**config.mk**
```make
export PLATFORM = sky130hd
export DESIGN_NAME = alu_seq_unit
export DESIGN_NICKNAME = d
export VERILOG_FILES = /design/src/rtl/alu_seq_unit.sv
export SDC_FILE = /design/constraint.sdc
export NUM_CORES = 1
export LEC_CHECK = 0
export ABC_AREA = 1
export BUFFER_PORTS_ARGS = -buffer_cell sky130_fd_sc_hd__buf_4
export CAP_MARGIN = 5
export CORE_MARGIN = 2
export CORE_UTILIZATION = 55
export CTS_BUF_LIST = sky130_fd_sc_hd__clkbuf_16
export DETAILED_ROUTE_END_ITERATION = 8
export MAX_ROUTING_LAYER = met4
export PLACE_DENSITY = 0.89
export SLEW_MARGIN = 20
export SYNTH_ARGS = -nofsm -noshare
export SYNTH_HDL_FRONTEND = slang
export SYNTH_SLANG_ARGS = --single-unit
```
**constraint.sdc**
```tcl
create_clock -name clk -period 2.7 [get_ports clk]
set_input_delay 0.54 -clock clk [delete_from_list [all_inputs] [get_ports clk]]
set_output_delay 0.54 -clock clk [all_outputs]
set_load 0.02 [all_outputs]
```
**src/rtl/alu_seq_unit.sv**
```systemverilog
// Execute-stage ALU with valid/ready handshake, Z/N/C condition codes and an interrupt flag shadow.
// Define ALU_BARREL_SHIFT_EN for single-cycle barrel shifts; otherwise shifts go one bit per cycle.
module alu_seq_unit #(
    parameter int unsigned WIDTH = 16,
    parameter int unsigned SHW   = $clog2(WIDTH)
) (
    input  logic             clk,
    input  logic             rst,
    input  logic             in_valid,
    output logic             in_ready,
    input  logic [4:0]       op,
    input  logic [WIDTH-1:0] rs,
    input  logic [WIDTH-1:0] rd,
    input  logic [WIDTH-1:0] inport,
    output logic             out_valid,
    input  logic             out_ready,
    output logic [WIDTH-1:0] result,
    output logic [2:0]       ccr,
    output logic             jump_taken,
    output logic             busy
);
    typedef enum logic [0:0] {StIdle, StShift} state_e;

    localparam logic [4:0] OpNot  = 5'd1,  OpSetc = 5'd2,  OpClrc = 5'd3,  OpInc = 5'd4;
    localparam logic [4:0] OpDec  = 5'd5,  OpOut  = 5'd6,  OpIn   = 5'd7,  OpMov = 5'd8;
    localparam logic [4:0] OpAdd  = 5'd9,  OpSub  = 5'd10, OpAnd  = 5'd11, OpOr  = 5'd12;
    localparam logic [4:0] OpShl  = 5'd13, OpShr  = 5'd14, OpPush = 5'd15, OpLdm = 5'd17;
    localparam logic [4:0] OpLdd  = 5'd18, OpStd  = 5'd19, OpJz   = 5'd20, OpJn  = 5'd21;
    localparam logic [4:0] OpJc   = 5'd22, OpRti  = 5'd26, OpInt  = 5'd28;

    state_e           state_q, state_d;
    logic [WIDTH-1:0] result_q, result_d;
    logic             out_valid_q, out_valid_d;
    logic             jump_q, jump_d;
    logic [2:0]       ccr_q, ccr_d;
    logic [2:0]       shadow_q, shadow_d;
    logic [WIDTH-1:0] work_q, work_d;
    logic [SHW-1:0]   cnt_q, cnt_d;
    logic             dir_q, dir_d;

`ifdef ALU_BARREL_SHIFT_EN
    localparam bit BarrelEn = 1'b1;
    assign busy = 1'b0;
`else
    localparam bit BarrelEn = 1'b0;
    assign busy = (state_q == StShift);
`endif

    logic [SHW-1:0] amt;
    logic [WIDTH:0] add_ext, sub_ext, inc_ext, shl_ext, shr_ext;

    assign amt     = rd[SHW-1:0];
    assign add_ext = {1'b0, rs} + {1'b0, rd};
    assign sub_ext = {1'b0, rs} - {1'b0, rd};
    assign inc_ext = {1'b0, rd} + {{WIDTH{1'b0}}, 1'b1};
    // Extra bit on each side catches the last bit shifted out, which becomes C.
    assign shl_ext = {1'b0, rs} << amt;
    assign shr_ext = {rs, 1'b0} >> amt;

    logic [WIDTH-1:0] alu_res;
    logic [2:0]       alu_ccr, alu_shadow;
    logic             alu_jmp, upd_zn, upd_c, c_val, start_shift;

    always_comb begin
        alu_res     = '0;
        alu_ccr     = ccr_q;
        alu_shadow  = shadow_q;
        alu_jmp     = 1'b0;
        upd_zn      = 1'b0;
        upd_c       = 1'b0;
        c_val       = 1'b0;
        start_shift = 1'b0;
        case (op)
            OpNot:  begin alu_res = ~rd; upd_zn = 1'b1; end
            OpSetc: begin upd_c = 1'b1; c_val = 1'b1; end
            OpClrc: begin upd_c = 1'b1; c_val = 1'b0; end
            OpInc:  begin alu_res = inc_ext[WIDTH-1:0]; upd_zn = 1'b1; upd_c = 1'b1;
                          c_val = inc_ext[WIDTH]; end
            OpDec:  begin alu_res = rd - {{(WIDTH-1){1'b0}}, 1'b1}; upd_zn = 1'b1; upd_c = 1'b1;
                          c_val = (rd == '0); end
            OpOut, OpPush, OpLdm: alu_res = rd;
            OpIn:   alu_res = inport;
            OpMov, OpLdd, OpStd: alu_res = rs;
            OpAdd:  begin alu_res = add_ext[WIDTH-1:0]; upd_zn = 1'b1; upd_c = 1'b1;
                          c_val = add_ext[WIDTH]; end
            OpSub:  begin alu_res = sub_ext[WIDTH-1:0]; upd_zn = 1'b1; upd_c = 1'b1;
                          c_val = sub_ext[WIDTH]; end
            OpAnd:  begin alu_res = rs & rd; upd_zn = 1'b1; end
            OpOr:   begin alu_res = rs | rd; upd_zn = 1'b1; end
            OpShl, OpShr: begin
                alu_res = rs;
                if (amt != '0) begin
                    if (BarrelEn) begin
                        alu_res = (op == OpShl) ? shl_ext[WIDTH-1:0] : shr_ext[WIDTH:1];
                        c_val   = (op == OpShl) ? shl_ext[WIDTH] : shr_ext[0];
                        upd_zn  = 1'b1;
                        upd_c   = 1'b1;
                    end else begin
                        start_shift = 1'b1;
                    end
                end
            end
            OpJz:   begin alu_res = rd; alu_jmp = ccr_q[0]; alu_ccr[0] = 1'b0; end
            OpJn:   begin alu_res = rd; alu_jmp = ccr_q[1]; alu_ccr[1] = 1'b0; end
            OpJc:   begin alu_res = rd; alu_jmp = ccr_q[2]; alu_ccr[2] = 1'b0; end
            OpInt:  alu_shadow = ccr_q;
            OpRti:  alu_ccr = shadow_q;
            default: alu_res = '0;
        endcase
        if (upd_zn) begin
            alu_ccr[0] = (alu_res == '0);
            alu_ccr[1] = alu_res[WIDTH-1];
        end
        if (upd_c) alu_ccr[2] = c_val;
    end

    logic [WIDTH-1:0] step_val;
    logic             step_c;

    assign step_val = dir_q ? (work_q >> 1) : (work_q << 1);
    assign step_c   = dir_q ? work_q[0] : work_q[WIDTH-1];
    assign in_ready = (state_q == StIdle) && (!out_valid_q || out_ready);

    always_comb begin
        state_d     = state_q;
        result_d    = result_q;
        out_valid_d = out_valid_q;
        jump_d      = jump_q;
        ccr_d       = ccr_q;
        shadow_d    = shadow_q;
        work_d      = work_q;
        cnt_d       = cnt_q;
        dir_d       = dir_q;
        if (out_valid_q && out_ready) begin
            out_valid_d = 1'b0;
            jump_d      = 1'b0;
        end
        unique case (state_q)
            StIdle: begin
                if (in_valid && in_ready) begin
                    if (start_shift) begin
                        state_d = StShift;
                        work_d  = rs;
                        cnt_d   = amt;
                        dir_d   = (op == OpShr);
                    end else begin
                        result_d    = alu_res;
                        ccr_d       = alu_ccr;
                        shadow_d    = alu_shadow;
                        jump_d      = alu_jmp;
                        out_valid_d = 1'b1;
                    end
                end
            end
            StShift: begin
                work_d = step_val;
                cnt_d  = cnt_q - SHW'(1);
                // Last step commits result and all three flags together.
                if (cnt_q == SHW'(1)) begin
                    state_d     = StIdle;
                    result_d    = step_val;
                    ccr_d       = {step_c, step_val[WIDTH-1], step_val == '0};
                    jump_d      = 1'b0;
                    out_valid_d = 1'b1;
                end
            end
            default: state_d = StIdle;
        endcase
    end

    always_ff @(posedge clk) begin
        if (rst) begin
            state_q     <= StIdle;
            result_q    <= '0;
            out_valid_q <= 1'b0;
            jump_q      <= 1'b0;
            ccr_q       <= 3'b000;
            shadow_q    <= 3'b000;
            work_q      <= '0;
            cnt_q       <= '0;
            dir_q       <= 1'b0;
        end else begin
            state_q     <= state_d;
            result_q    <= result_d;
            out_valid_q <= out_valid_d;
            jump_q      <= jump_d;
            ccr_q       <= ccr_d;
            shadow_q    <= shadow_d;
            work_q      <= work_d;
            cnt_q       <= cnt_d;
            dir_q       <= dir_d;
        end
    end

    assign result     = result_q;
    assign out_valid  = out_valid_q;
    assign jump_taken = jump_q;
    assign ccr        = ccr_q;
endmodule

```
-- Yosys cells after proc, flatten, opt, wreduce, memory -nomap -nowiden
Index checks and enable logic that the tools add are counted.
- add/sub/neg operators: 5
- $mul: 0
- div/mod/pow operators: 0
- order comparisons: 0
- equal/unequal tests: 31
- shifts and indexed selects: 0
- multiplexer cells: 42
- bitwise logic cells: 5
- reduce and logical (&&, ||, !) cells: 21
- operators with widths (cell ; number):
    one-hot mux 16 bit (10 select lines) ; 1
    2-to-1 mux 16 bit ; 6
    one-hot mux 16 bit (2 select lines) ; 2
    zero test 16 bit ; 3
    equality test 5 x 4 -> 1 bit, second input constant ; 8
    equality test 5 bit, second input constant ; 8
    equality test 5 x 3 -> 1 bit, second input constant ; 4
    adder 16 x 1 -> 17 bit, second input constant ; 1
    adder 16 x 16 -> 17 bit ; 1
    2-to-1 mux 1 bit ; 17
    subtractor 16 x 16 -> 17 bit ; 1
    AND 16 bit ; 1
    NOT 16 bit ; 1
    bitwise OR 16 bit ; 1
    AND reduction 4 bit ; 4
    subtractor 16 x 1 -> 16 bit, second input constant ; 1
    inequality test 4 x 2 -> 1 bit, second input constant ; 3
    one-hot mux 1 bit (2 select lines) ; 6
    OR reduction 6 bit ; 2
    equality test 5 x 2 -> 1 bit, second input constant ; 2
    2-to-1 mux 3 bit ; 3
    2-to-1 mux 4 bit ; 2
    one-hot mux 4 bit (2 select lines) ; 1
    OR reduction 7 bit ; 1
    other kinds (18) ; 24
- flip-flop bits (word level): 46
- bits in latches: 0
- memory bits (writable): 0
- ROM bits: 0
- bits of input ports: 57
- output and inout port bits: 23
- word-level logic and storage cells: 115
- memories kept: 0

-- Logic depth before layout (Yosys ltp)
Gate-level depths: netlist (run 1).
- depth in word-level cells: 8
- depth in mapped cells: 22
- mapped depth without buffers: 20

-- Least setup slack after synthesis (run 1)
No wires, ideal clock.
- path type: in2reg
- start: input rd[2]
- end: register ccr_q[0] (netlist: ccr[0])
- setup time: 0.066 ns
- data arrival time: 2.486 ns
- data required time: 2.634 ns
- path slack: 0.148 ns
- stages: 16
- buffers on the path: 2
- cell sequence: buf_2 -> inv_1 -> ha_1 -> buf_2 -> or2_1 -> and2_1 -> or2_0 -> nand3_1 -> nand2_1 -> nor3_2 -> nand3_1 -> nor2_1 -> nand3_1 -> nand2_1 -> nand2_1 -> a21oi_2
- cells in the longest elaborated chain, start to end: 7
- elaborated cells on any way between the ends: 18
- those cells by class: add/sub: 4; eq/ne: 1; mux: 7; bitwise: 3; reduce/logical: 3
- ends and longest elaborated chain (item ; RTL line ; text):
    start: declaration ; 13 ; input logic [WIDTH-1:0] rd,
    subtractor 16 x 16 -> 17 bit (tied with other cells) ; 54 ; assign sub_ext = {1'b0, rs} - {1'b0, rd};
    one-hot mux 16 bit (10 select lines) ; 73 ; case (op)
    zero test 16 bit ; 111 ; alu_ccr[0] = (alu_res == '0);
    2-to-1 mux 2 bit ; 110 ; if (upd_zn) begin
    2-to-1 mux 3 bit ; 141 ; if (start_shift) begin
    2-to-1 mux 3 bit ; 140 ; if (in_valid && in_ready) begin
    one-hot mux 3 bit (2 select lines) ; 138 ; unique case (state_q)
    end signal: assignment ; 187 ; ccr_q <= ccr_d;
    end: declaration ; 35 ; logic [2:0] ccr_q, ccr_d;
Several ways; a longest one is shown, not always the timed one. The select of a mux whose other input is x is not followed.
A chain may end at the register's enable or synchronous reset.

-- Final worst setup path (run 1)
- start: input rs[3]
- end: register ccr_q[0] (netlist: ccr[0])
- cells in the longest elaborated chain, start to end: 7
- elaborated cells on any way between the ends: 10
- those cells by class: add/sub: 2; mux: 5; bitwise: 2; reduce/logical: 1
- ends and longest elaborated chain (item ; RTL line ; text):
    start: declaration ; 12 ; input logic [WIDTH-1:0] rs,
    subtractor 16 x 16 -> 17 bit (tied with other cells) ; 54 ;
    one-hot mux 16 bit (10 select lines) (*) ; 73 ;
    zero test 16 bit (*) ; 111 ;
    2-to-1 mux 2 bit (*) ; 110 ;
    2-to-1 mux 3 bit (*) ; 141 ;
    2-to-1 mux 3 bit (*) ; 140 ;
    one-hot mux 3 bit (2 select lines) (*) ; 138 ;
Every way passes the cells marked *; elsewhere a longest branch is shown, timed or not. The select of a mux whose other input is x is not followed.

==> impl_metrics.tcl, run 1 <==
set metrics [dict create \
    synth_area_leaders "nand2_1 (20%), dfxtp_1 (14%), ha_1 (10%), nor2_1 (9.3%), nand3_1 (8.7%)" \
    synthToLayoutAreaGrowth_pct 27.37 \
    top_layer "met4" \
    worst-path-buf-inv 2 \
    muxShareOfSynthArea 0.002996 \
    max-cap-violations 0 \
    synth_top_area_cell "nand2_1" \
    grt_overflow 0 \
    synthArstFlopShare 0 \
    yosysSeqAreaShare 0.1378 \
    clock_latency_ns 0.29 \
    p_sw_w 0.001084 \
    p_leak_nw 4.429 \
    wl_met3_um 3030 \
    timing.final.crit_period_ns 2.580 \
    critPathLaunchType "input pin" \
    initial_utilization 0.5610 \
    yosysWarnings 0 \
    synthSimpleGateAreaFrac 0.4621 \
    wl_met2_um 12260 \
    netlist.area_leader.share 0.2028 \
    core_area_sq_um 11910 \
    rows 40 \
    arrival_ns 2.81 \
    worstMarginPinSlew_ns 0.5273 \
    dpl-instance-area_sq_um 8304 \
    drive_above_1_share 0.1999 \
    slew_violations 0 \
    die_h_um 114.2 \
    finalCritPeriodShare 0.9557 \
    crit_end "ccr[0]$_SDFFE_PP0P_" \
    p_clk_frac 0.264 \
    clockRootBuffer "clkbuf_16" \
    share_comb_of_total_power 0.469 \
    path_common_cell "nand2_1" \
    critical_path_class "input pin to flop" \
    num_antenna_cells 0 \
    r2r_cells 8 \
    power_density_nw_per_um2 323.3 \
    track_usage 0.4429 \
    end_kind "flop" \
    grt_antenna_before_repair 0 \
    nFillCells 1151 \
    grt_pass1_wl_um 43400 \
    numPortBuffers 79 \
    clock_sinks 46 \
    synth_compound_gate_area_share 0.1535 \
    status "finished clean" \
    antenna_left 0 \
    p_sw_frac 0.3939 \
    synthDistinctLibCells 47 \
    synth-edff-count 0 \
    syn_inst 1229 \
    dpl.hpwl_um 22750 \
    setup_violations 0 \
    p_int_w 0.001668 \
    gp_congestion 1.056 \
    num_vias 9103 \
    synthFlopType "dfxtp_1" \
    dieWidth_um 114.2 \
    synth_top_family_by_area "simple AND/OR/NAND/NOR gates" \
    numCtsBuffers 5 \
    crit_start "rs[3]" \
    ys_seq_elements 46 \
    cts_hold_repair.buffers 0 \
    final.setup.tns_ns 0 \
    worst-r2r-setup-slack_ns 0.72 \
    final_area_sq_um 8512 \
    seqPwrFrac 0.267 \
    met1_length_um 11030 \
    wl_per_cell_um 18.22 \
    grt_max_degree 31 \
    path_cells "buf_4 -> inv_1 -> ha_1 -> nand2_1 -> nor2_1 -> nand2_1 -> nand3_1 -> nand2_1 -> nand2_1 -> nand2_1 -> nand3_1 -> nand3_2 -> nor2_1 -> nand2_1 -> nor2_2 -> nand3_1 -> nand2_1 -> nand2_1 -> a21oi_2" \
    relSlewSlack 0.6481 \
    max-vdd-ir-drop_uv 309.7 \
    wl_um 28300 \
    final_util 0.7146 \
    synthAdderAreaFrac 0.1108 \
    drt_iter0_markers 1359 \
    path_clk_slew_ns 0.06 \
    io_pins 80 \
    crit_path_top_delay_cell "ha_1" \
    routed_via_density 5.862 \
    die_area_sq_um 13050 \
    cts_tree "yes" \
    nets 1520 \
    clockBufferDepth 2 \
    r2r_start "dir_q$_SDFFE_PP0P_" \
    hold_start "work_q[14]$_SDFFE_PP0P_" \
    htree_levels 2 \
    critPathMaxFanout 9 \
    synth_xor_area_frac 0.006553 \
    regToRegEndpoint "ccr[0]$_SDFFE_PP0P_" \
    fin_hold_ws_ns 0.4729 \
    grt_pass1_vias 8253 \
    fmax_mhz 387.5 \
    worst_clock_skew_ns 0.006828 \
    hold_path.class "flop to flop" \
    cpPeakStageDelay_ns 0.43 \
    cpLargestDelayFamily "simple AND/OR/NAND/NOR gates" \
    drt_first_pass_iters 7 \
    syn_nets 1344 \
    syn_avg_cell_area_sq_um 5.437 \
    grt_setup_unrepaired "yes" \
    syn-cell-area_sq_um 6683 \
    drc_errors 0 \
    path_depth 19 \
    required_ns 2.93 \
    finalHoldViolations 0 \
]
[cell type report]
type                       count  area, sq um  area share
clock buffer                   5        125.1     0.01470
clock inverter                 3        43.79    0.005145
inverter                     157        593.1     0.06968
multi-input combinational    978         4954      0.5819
sequential                    46        920.9      0.1082
tap                          147        183.9     0.02161
timing repair buffer         217         1692      0.1987
[Yosys cell counts (2+ instances only)]
cell type	instances
a31oi_1	18
xor2_1	3
nand2_2	8
inv_1	150
o21a_1	3
nor4_1	2
o21bai_1	4
nor2_2	10
clkbuf_1	13
nand3b_1	6
xnor2_1	2
and2_1	3
buf_2	25
buf_4	5
nor3_1	16
fa_1	2
nand3_2	2
o22ai_1	3
nand4_1	14
o21ai_1	8
dfxtp_1	46
nand3_1	116
nor2_1	166
a21oi_1	73
nand2_1	361
or2_2	8
nor2_4	4
mux2i_1	2
nor3_2	2
inv_2	7
o21ai_0	74
ha_1	56
buf_6	3
[tightest hold or removal path, delay by kind of cell, from the launching register on]
kind / cells / cell delay (ns)
flip-flops: 1 / 0.31
AND/OR/NAND/NOR: 1 / 0.06
AO/OA/AOI/OAI: 1 / 0.06
[kinds of logic (layout without fill, tap and decap cells)]
logic type	Yosys count	count (layout)
adders and majority gates	58	58
DFF	46	46
muxes	2	2
xor gates and xnor gates	5	5
and+or+nand+nor	722	722
buffers and inverters	205	382
AOI/OAI and AO/OA	191	191
[placed cells by master, fill, tap and decap left out, types with 6 or more instances in the layout]
cell and instances:
inv_1 149, ha_1 55, inv_2 7, buf_4 212, dfxtp_1 46, nand2_2 10, o21ai_0 74, nand3_1 116
a21oi_1 73, nand2_1 359, nand4_1 14, nor3_1 16, a31oi_1 18, or2_2 8, nor2_1 161, nand3b_1 6
nor2_2 14, o21ai_1 7
[stage by stage]
step / total power, W / setup slack, ns / instances
6_report: 0.002752 / 0.1195 / 1553
3_5_place_dp: 0.001985 / -0.07742 / 1545
3_3_place_gp: 0.001971 / -0.06976 / 1545
2_1_floorplan: 0.001411 / 0.1481 / 1229
4_1_cts: 0.002698 / 0.2221 / 1553
5_1_grt: 0.002882 / -0.003381 / 1553
[worst min-delay path by stage]
stage | cells after the start | slack, ns | end
floorplan | 2 | 0.45 | work_q[10]$_SDFFE_PP0P_
global placement | 2 | 0.45 | work_q[7]$_SDFFE_PP0P_
detailed placement | 2 | 0.46 | work_q[7]$_SDFFE_PP0P_
CTS | 2 | 0.47 | work_q[7]$_SDFFE_PP0P_
global route | 2 | 0.48 | work_q[7]$_SDFFE_PP0P_
finish | 2 | 0.47 | work_q[14]$_SDFFE_PP0P_
[per-layer routing]
| metal | global-route usage | up-vias |
|---|---|---|
| met5 | - | - |
| met1 | 0.5601 | 4005 |
| met3 | 0.07041 | 148 |
| met4 | 0.2415 | 0 |
| li1 | - | 4293 |
| met2 | 0.6766 | 657 |
[power by group through the flow]
stage	clock network [W]	registers, W	logic [W]
finish	0.000726	0.000735	0.00129
global route	0.000748	0.000737	0.00140
CTS	0.000720	0.000734	0.00124
detailed placement	0	0.000749	0.00124
global placement	0	0.000748	0.00122
floorplan	0	0.000780	0.000631
[registers in the layout, summed over array words and instances, names as in the netlist]
| name | cells |
|---|---|
| busy | 1 |
| shadow_q | 3 |
| dir_q | 1 |
| ccr | 3 |
| cnt_q | 4 |
| work_q | 16 |
| result | 16 |
| jump_taken | 1 |
| out_valid | 1 |
[repair_timing]
action | in CTS | in global routing
setup buffers | 0 | 0
resized for setup | 0 | 13
endpoints found under the setup margin | 0 | 3
Note: power is estimated with default switching activity, not from simulation.
==> inputs of run 2 (changes only) <==
--- a/config.mk
+++ b/config.mk
@@ -8,12 +8,12 @@
 export ABC_AREA = 1
 export BUFFER_PORTS_ARGS = -buffer_cell sky130_fd_sc_hd__buf_4
 export CAP_MARGIN = 5
-export CORE_MARGIN = 2
 export CORE_UTILIZATION = 55
 export CTS_BUF_LIST = sky130_fd_sc_hd__clkbuf_16
 export DETAILED_ROUTE_END_ITERATION = 8
 export MAX_ROUTING_LAYER = met4
 export PLACE_DENSITY = 0.89
+export SKIP_LAST_GASP = 1
 export SLEW_MARGIN = 20
 export SYNTH_ARGS = -nofsm -noshare
 export SYNTH_HDL_FRONTEND = slang
==> run 2 against run 1 <==
Net effect: sequential cell count unchanged; global-route usage up 2.9 points; critical endpoint unchanged; routed wire length up 1.3%; clock skew down 0.0021 ns; cell count up 0.32%; critical path depth up 2; total power up 0.45%; non-clock buffer count up 9; sequential share of layout area about the same; utilization up 2.0 points; register-to-register slack better by 0.02 ns; sequential power about the same; the run now ends with design-rule violations left.
==> impl_metrics.tcl, run 2 (synthesis results as in run 1) <==
set metrics [dict create \
    die_area_sq_um 12600 \
    core_area_sq_um 11610 \
    clockRootBuffer "clkbuf_16" \
    worstMarginPinSlew_ns 0.8969 \
    dpl.hpwl_um 23120 \
    critical_path_class "input pin to flop" \
    path_common_cell "nand2_1" \
    grt_max_degree 31 \
    relSlewSlack 0.4014 \
    num_antenna_cells 0 \
    drt_iter0_markers 1363 \
    wl_per_cell_um 18.40 \
    violations "design-rule violations" \
    grt_overflow 0 \
    track_usage 0.4724 \
    clock_sinks 46 \
    finalHoldViolations 0 \
    rows 39 \
    cpPeakStageDelay_ns 0.41 \
    grt_antenna_before_repair 0 \
    num_vias 9185 \
    grt_setup_unrepaired "yes" \
    cts_tree "yes" \
    final_critical_path_setup_slack_ns 0.07580 \
    numCtsBuffers 5 \
    cts_hold_repair.buffers 0 \
    p_leak_nw 4.473 \
    max-cap-violations 0 \
    dp_slack_ns -0.1921 \
    end_kind "flop" \
    dp.cells 1550 \
    path_clk_slew_ns 0.07 \
    finalCritPeriodShare 0.9719 \
    htree_levels 2 \
    post_cts_resize_count 0 \
    fmax_mhz 381.1 \
    hold_start "result[2]$_SDFFE_PP0P_" \
    synthToLayoutAreaGrowth_pct 27.67 \
    dieWidth_um 112.2 \
    drt_first_pass_iters 8 \
    numPortBuffers 79 \
    arrival_ns 2.85 \
    required_ns 2.93 \
    drive_above_1_share 0.2014 \
    crit_start "rd[0]" \
    final_area_sq_um 8532 \
    grt_pass1_vias 8657 \
    final_cell_mix "nand2_1 (360), buf_4 (223), nor2_1 (164)" \
    p_total_w 0.002764 \
    routed_via_density 5.895 \
    clockBufferDepth 2 \
    wl_um 28660 \
    slew_violations 0 \
    crit_path_top_delay_cell "fa_1" \
    final_common_cell "nand2_1" \
    hold_path.class "flop to flop" \
    post_cts_buffers 0 \
    fin_cells 1558 \
    max-vdd-ir-drop_uv 376.8 \
    gp_congestion 1.083 \
    timing.final.crit_period_ns 2.624 \
    critPathMaxFanout 5 \
    initial_utilization 0.5754 \
    drc_errors 6 \
    nets 1529 \
    final_util 0.7346 \
    clock_latency_ns 0.29 \
    power_density_nw_per_um2 324.0 \
    critPathLaunchType "input pin" \
    dpl-instance-area_sq_um 8342 \
    status "complete, but fails checks" \
    antenna_left 0 \
    nFillCells 1094 \
    r2r_start "dir_q$_SDFFE_PP0P_" \
    grt_pass1_wl_um 44500 \
    io_pins 80 \
    die_h_um 112.2 \
    path_cells "buf_4 -> ha_1 -> inv_1 -> fa_1 -> inv_1 -> nand2_1 -> nand2_1 -> nand3_1 -> nand2_1 -> nand2_1 -> nand2_1 -> nand2_1 -> nand3_1 -> nand3_1 -> nor2_2 -> nand2_1 -> nor2_1 -> nand3_1 -> nand2_1 -> nand2_1 -> a21oi_2" \
    worst_clock_skew_ns 0.004742 \
    multi_input_comb_area_sq_um 4940 \
    setup_violations 0 \
    seq_area_sq_um 920.9 \
]
==> run 2: changes by cell type in the layout (fill, tap and decap cells not counted), moves of 2 or more <==
cell    before  now
buf_4      212  223
nor2_1     161  164
buf_12       5    3
nor2_2      14   12
==> run 2: report_power, final <==
| group | internal (W) | leakage [nW] | switching, W | total (W) |
|---|---|---|---|---|
| Combinational | 0.000526 | 4.01 | 0.000784 | 0.00131 |
| Sequential | 0.000713 | 0.374 | 0.0000226 | 0.000736 |
| Clock | 0.000439 | 0.0842 | 0.000279 | 0.000718 |
==> run 2: layout make-up <==
type | instances | share of cell area
clock inverter | 3 | 0.005133
clock buffer | 5 | 0.01466
sequential | 46 | 0.1079
inverter | 157 | 0.06907
multi-input combinational | 978 | 0.5790
timing repair buffer | 226 | 0.2033
tap | 143 | 0.02097
==> run 2: worst paths after layout <==
kind	end	slack (ns)	cells past startpoint
max reg2reg	ccr[0]$_SDFFE_PP0P_	0.74	8
min reg2reg	result[2]$_SDFFE_PP0P_	0.47	2
min	result[2]$_SDFFE_PP0P_	0.47	2
max	ccr[0]$_SDFFE_PP0P_	0.08	21
==> run 2: critical path: cells and delay by family <==
family | cells | cell delay, ns
buffers and inverters | 3 | 0.28
AOI/OAI and AO/OA | 1 | 0.12
adders and majority gates | 2 | 0.59
and+or+nand+nor | 15 | 1.33
==> run 2: through the flow <==
stage | hold WS, ns | TNS [ns]
finish | 0.4675 | 0
global route | 0.4821 | -0.07011
CTS | 0.4659 | 0
detailed placement | 0.4553 | -0.5445
global placement | 0.4546 | -0.3207
floorplan | 0.4453 | 0
==> run 2: per-layer routing <==
metal  GRT usage  part of all wire
met4      0.2764             0.064
met2      0.7354              0.44
met3     0.07451              0.11
met1      0.5790              0.38
met5           -                 0
==> inputs of run 3 (changes only) <==
--- a/config.mk
+++ b/config.mk
@@ -5,14 +5,14 @@
 export SDC_FILE = /design/constraint.sdc
 export NUM_CORES = 1
 export LEC_CHECK = 0
-export ABC_AREA = 1
 export BUFFER_PORTS_ARGS = -buffer_cell sky130_fd_sc_hd__buf_4
 export CAP_MARGIN = 5
-export CORE_UTILIZATION = 55
+export CORE_UTILIZATION = 54
 export CTS_BUF_LIST = sky130_fd_sc_hd__clkbuf_16
 export DETAILED_ROUTE_END_ITERATION = 8
+export GPL_TIMING_DRIVEN = 0
 export MAX_ROUTING_LAYER = met4
-export PLACE_DENSITY = 0.89
+export PLACE_DENSITY = 0.88
 export SKIP_LAST_GASP = 1
 export SLEW_MARGIN = 20
 export SYNTH_ARGS = -nofsm -noshare
==> constraint.sdc (replaced) <==
create_clock -name clk -period 2.7 [get_ports clk]
set_input_delay 0.54 -clock clk [delete_from_list [all_inputs] [get_ports clk]]
set_output_delay 0.54 -clock clk [all_outputs]
set_load 0.01 [all_outputs]
==> run 3 against run 2 <==
Net effect: the flow finishes with violations (negative setup slack); sequential cell count did not move; first-iteration DRC count decreased by 17%; global-route usage down 0.71 points; setup slack got worse by 0.53 ns; design area down 3.4%; via count fell by 12%; synthesized cell count decreased by 27%; die area decreased by 5.0%; utilization up 1.3 points; routed wire length down 4.8%; largest power group unchanged; highest routed layer unchanged.
==> impl_metrics.tcl, run 3 <==
set metrics [dict create \
    path_common_cell "buf_4" \
    critical_path_class "input pin to flop" \
    r2r_cells 10 \
    drc_errors 0 \
    numPortBuffers 76 \
    worst_clock_skew_ns 0.006778 \
    synth_area_leaders "dfxtp_1 (15%), ha_1 (11%), a21oi_1 (6.7%), nor2_1 (6.0%), o21ai_0 (4.4%)" \
    violations "negative setup slack" \
    cpLargestDelayFamily "simple AND/OR/NAND/NOR gates" \
    finalCritPeriodShare 1.169 \
    grt_setup_unrepaired "yes" \
    fmax_mhz 316.8 \
    syn-cell-area_sq_um 6227 \
    min_to "result[0]$_SDFFE_PP0P_" \
    drt_first_pass_iters 6 \
    yosysWarnings 0 \
    final_critical_path_setup_slack_ns -0.4564 \
    wl_um 27270 \
    met1_length_um 11150 \
    max-cap-violations 0 \
    htree_levels 2 \
    final_common_cell "buf_4" \
    synth_commonest_cells "nor2_1 (100), a21oi_1 (83), nand2_1 (68)" \
    grt_pass1_wl_um 40250 \
    end_kind "flop" \
    netlist.area_leader.share 0.1479 \
    ys_seq_elements 46 \
    path_clk_slew_ns 0.06 \
    initial_utilization 0.5645 \
    yosysSeqAreaShare 0.1479 \
    gp_congestion 1.071 \
    clock_latency_ns 0.30 \
    clockRootBuffer "clkbuf_16" \
    die_area_sq_um 11970 \
    synthArstFlopShare 0 \
    synth_top_area_cell "dfxtp_1" \
    final_util 0.7472 \
    core_area_sq_um 11030 \
    worst-r2r-setup-slack_ns -0.30 \
    dp_slack_ns -1.928 \
    antenna_left 0 \
    syn_inst 901 \
    finalHoldViolations 0 \
    nets 1137 \
    numCtsBuffers 5 \
    rows 38 \
    hold_depth 2 \
    dieWidth_um 109.4 \
    synthDistinctLibCells 81 \
    nFillCells 920 \
    top_layer "met4" \
    io_pins 80 \
    worst-path-buf-inv 4 \
    hold_start "result[0]$_SDFFE_PP0P_" \
    hold_path.class "flop to flop" \
    drive_above_1_share 0.2909 \
    fin_hold_ws_ns 0.5008 \
    final_cell_mix "buf_4 (120), nor2_1 (95), a21oi_1 (70)" \
    num_vias 8100 \
    setup_violations 14 \
    die_h_um 109.4 \
    regToRegEndpoint "ccr[0]$_SDFFE_PP0P_" \
    synth.most_common_cell "nor2_1" \
    max-vdd-ir-drop_uv 412.8 \
    r2r_start "busy$_SDFF_PP0_" \
    cts_hold_repair.buffers 0 \
    clock_sinks 46 \
    arrival_ns 3.40 \
    wl_met2_um 11100 \
    dpl.hpwl_um 20060 \
    wl_met3_um 3744 \
    relSlewSlack 0.4410 \
    worstMarginPinSlew_ns 0.8308 \
    crit_start "rd[11]" \
    power_density_nw_per_um2 325.5 \
    p_leak_nw 3.293 \
    path_cells "buf_4 -> buf_4 -> inv_1 -> ha_4 -> nor3_4 -> nand4_1 -> a2111oi_4 -> buf_4 -> a21oi_2 -> a221oi_2 -> a21oi_2 -> nor3_4 -> nand3_1 -> nor3_2 -> a31o_1" \
    critPathLaunchType "input pin" \
    critPathMaxFanout 8 \
    slew_violations 0 \
    crit_path_top_delay_cell "a2111oi_4" \
    synthToLayoutAreaGrowth_pct 32.35 \
    synth-edff-count 0 \
    grt_antenna_before_repair 0 \
    grt_pass1_vias 7222 \
    timing.final.crit_period_ns 3.156 \
    grt_max_degree 13 \
    synthFlopType "dfxtp_1" \
    status "complete, but fails checks" \
    drt_iter0_markers 1127 \
    routed_via_density 6.977 \
    track_usage 0.4652 \
    required_ns 2.94 \
    syn_avg_cell_area_sq_um 6.911 \
    grt_overflow 0 \
    cpPeakStageDelay_ns 0.34 \
    cts_tree "yes" \
    syn_nets 1016 \
    wl_per_cell_um 23.49 \
    final.setup.tns_ns -3.641 \
    num_antenna_cells 0 \
    clockBufferDepth 2 \
]
[run 3: area by class of cell]
class                      instances  area (sq um)  share of cell area
timing repair buffer             121         948.4              0.1151
tap                              140         175.2             0.02125
buffer                            59         309.0             0.03750
inverter                          50         219.0             0.02657
clock inverter                     1         3.754           0.0004554
sequential                        46         920.9              0.1117
clock buffer                       5         125.1             0.01518
multi-input combinational        739          5540              0.6722
[run 3: kinds of logic after synthesis]
family | synth area share
adder cells (fa/ha/maj) | 0.1189
buffers and inverters | 0.07253
XOR/XNOR | 0.02110
AO/OA/AOI/OAI | 0.3470
multiplexers | 0.03476
flip-flops | 0.1479
AND/OR/NAND/NOR | 0.2578
[run 3: worst max path at each step]
stage / to / slack (ns) / cells after the start
2_1_floorplan: ccr[0]$_SDFFE_PP0P_ / -0.26 / 14
3_3_place_gp: ccr[0]$_SDFFE_PP0P_ / -1.89 / 14
3_5_place_dp: ccr[0]$_SDFFE_PP0P_ / -1.93 / 13
4_1_cts: ccr[0]$_SDFFE_PP0P_ / -0.38 / 15
5_1_grt: ccr[0]$_SDFFE_PP0P_ / -0.48 / 15
6_report: ccr[0]$_SDFFE_PP0P_ / -0.46 / 15
[run 3: layer usage]
| layer | track usage | vias to the layer above |
|---|---|---|
| met5 | - | - |
| met4 | 0.1962 | 0 |
| met3 | 0.1269 | 90 |
| met2 | 0.6343 | 604 |
| met1 | 0.6370 | 3803 |
| li1 | - | 3603 |
[run 3: power by group]
part	switching [W]	internal (W)
logic	0.000801	0.000553
registers	0.0000260	0.000716
clock network	0.000257	0.000330
total	0.00108	0.00160
[run 3: worst register-to-register path, stage by stage, from the launching register on]
cell	delay [ns]
dfxtp_1	0.33
buf_2	0.22
inv_1	0.18
nor3_1	0.48
a31o_2	0.38
a21oi_1	0.11
a211o_1	0.35
nor4b_1	0.32
nand3_1	0.13
nor3_2	0.27
a31o_1	0.17
[run 3: through the flow]
step / cell area [sq um] / power (W) / cells
finish: 8242 / 0.002683 / 1161
global route: 8242 / 0.002779 / 1161
CTS: 7886 / 0.002527 / 1144
detailed placement: 7108 / 0.001800 / 1118
global placement: 7094 / 0.001794 / 1117
floorplan: 6349 / 0.001415 / 901
[run 3: what timing repair did]
| item | in CTS | in global routing |
|---|---|---|
| resized for setup | 114 | 76 |
| pin swaps | 39 | 37 |
| endpoints found under the hold margin | 0 | 0 |
| buffers inserted | 25 | 19 |
| setup endpoints to repair | 26 | 30 |
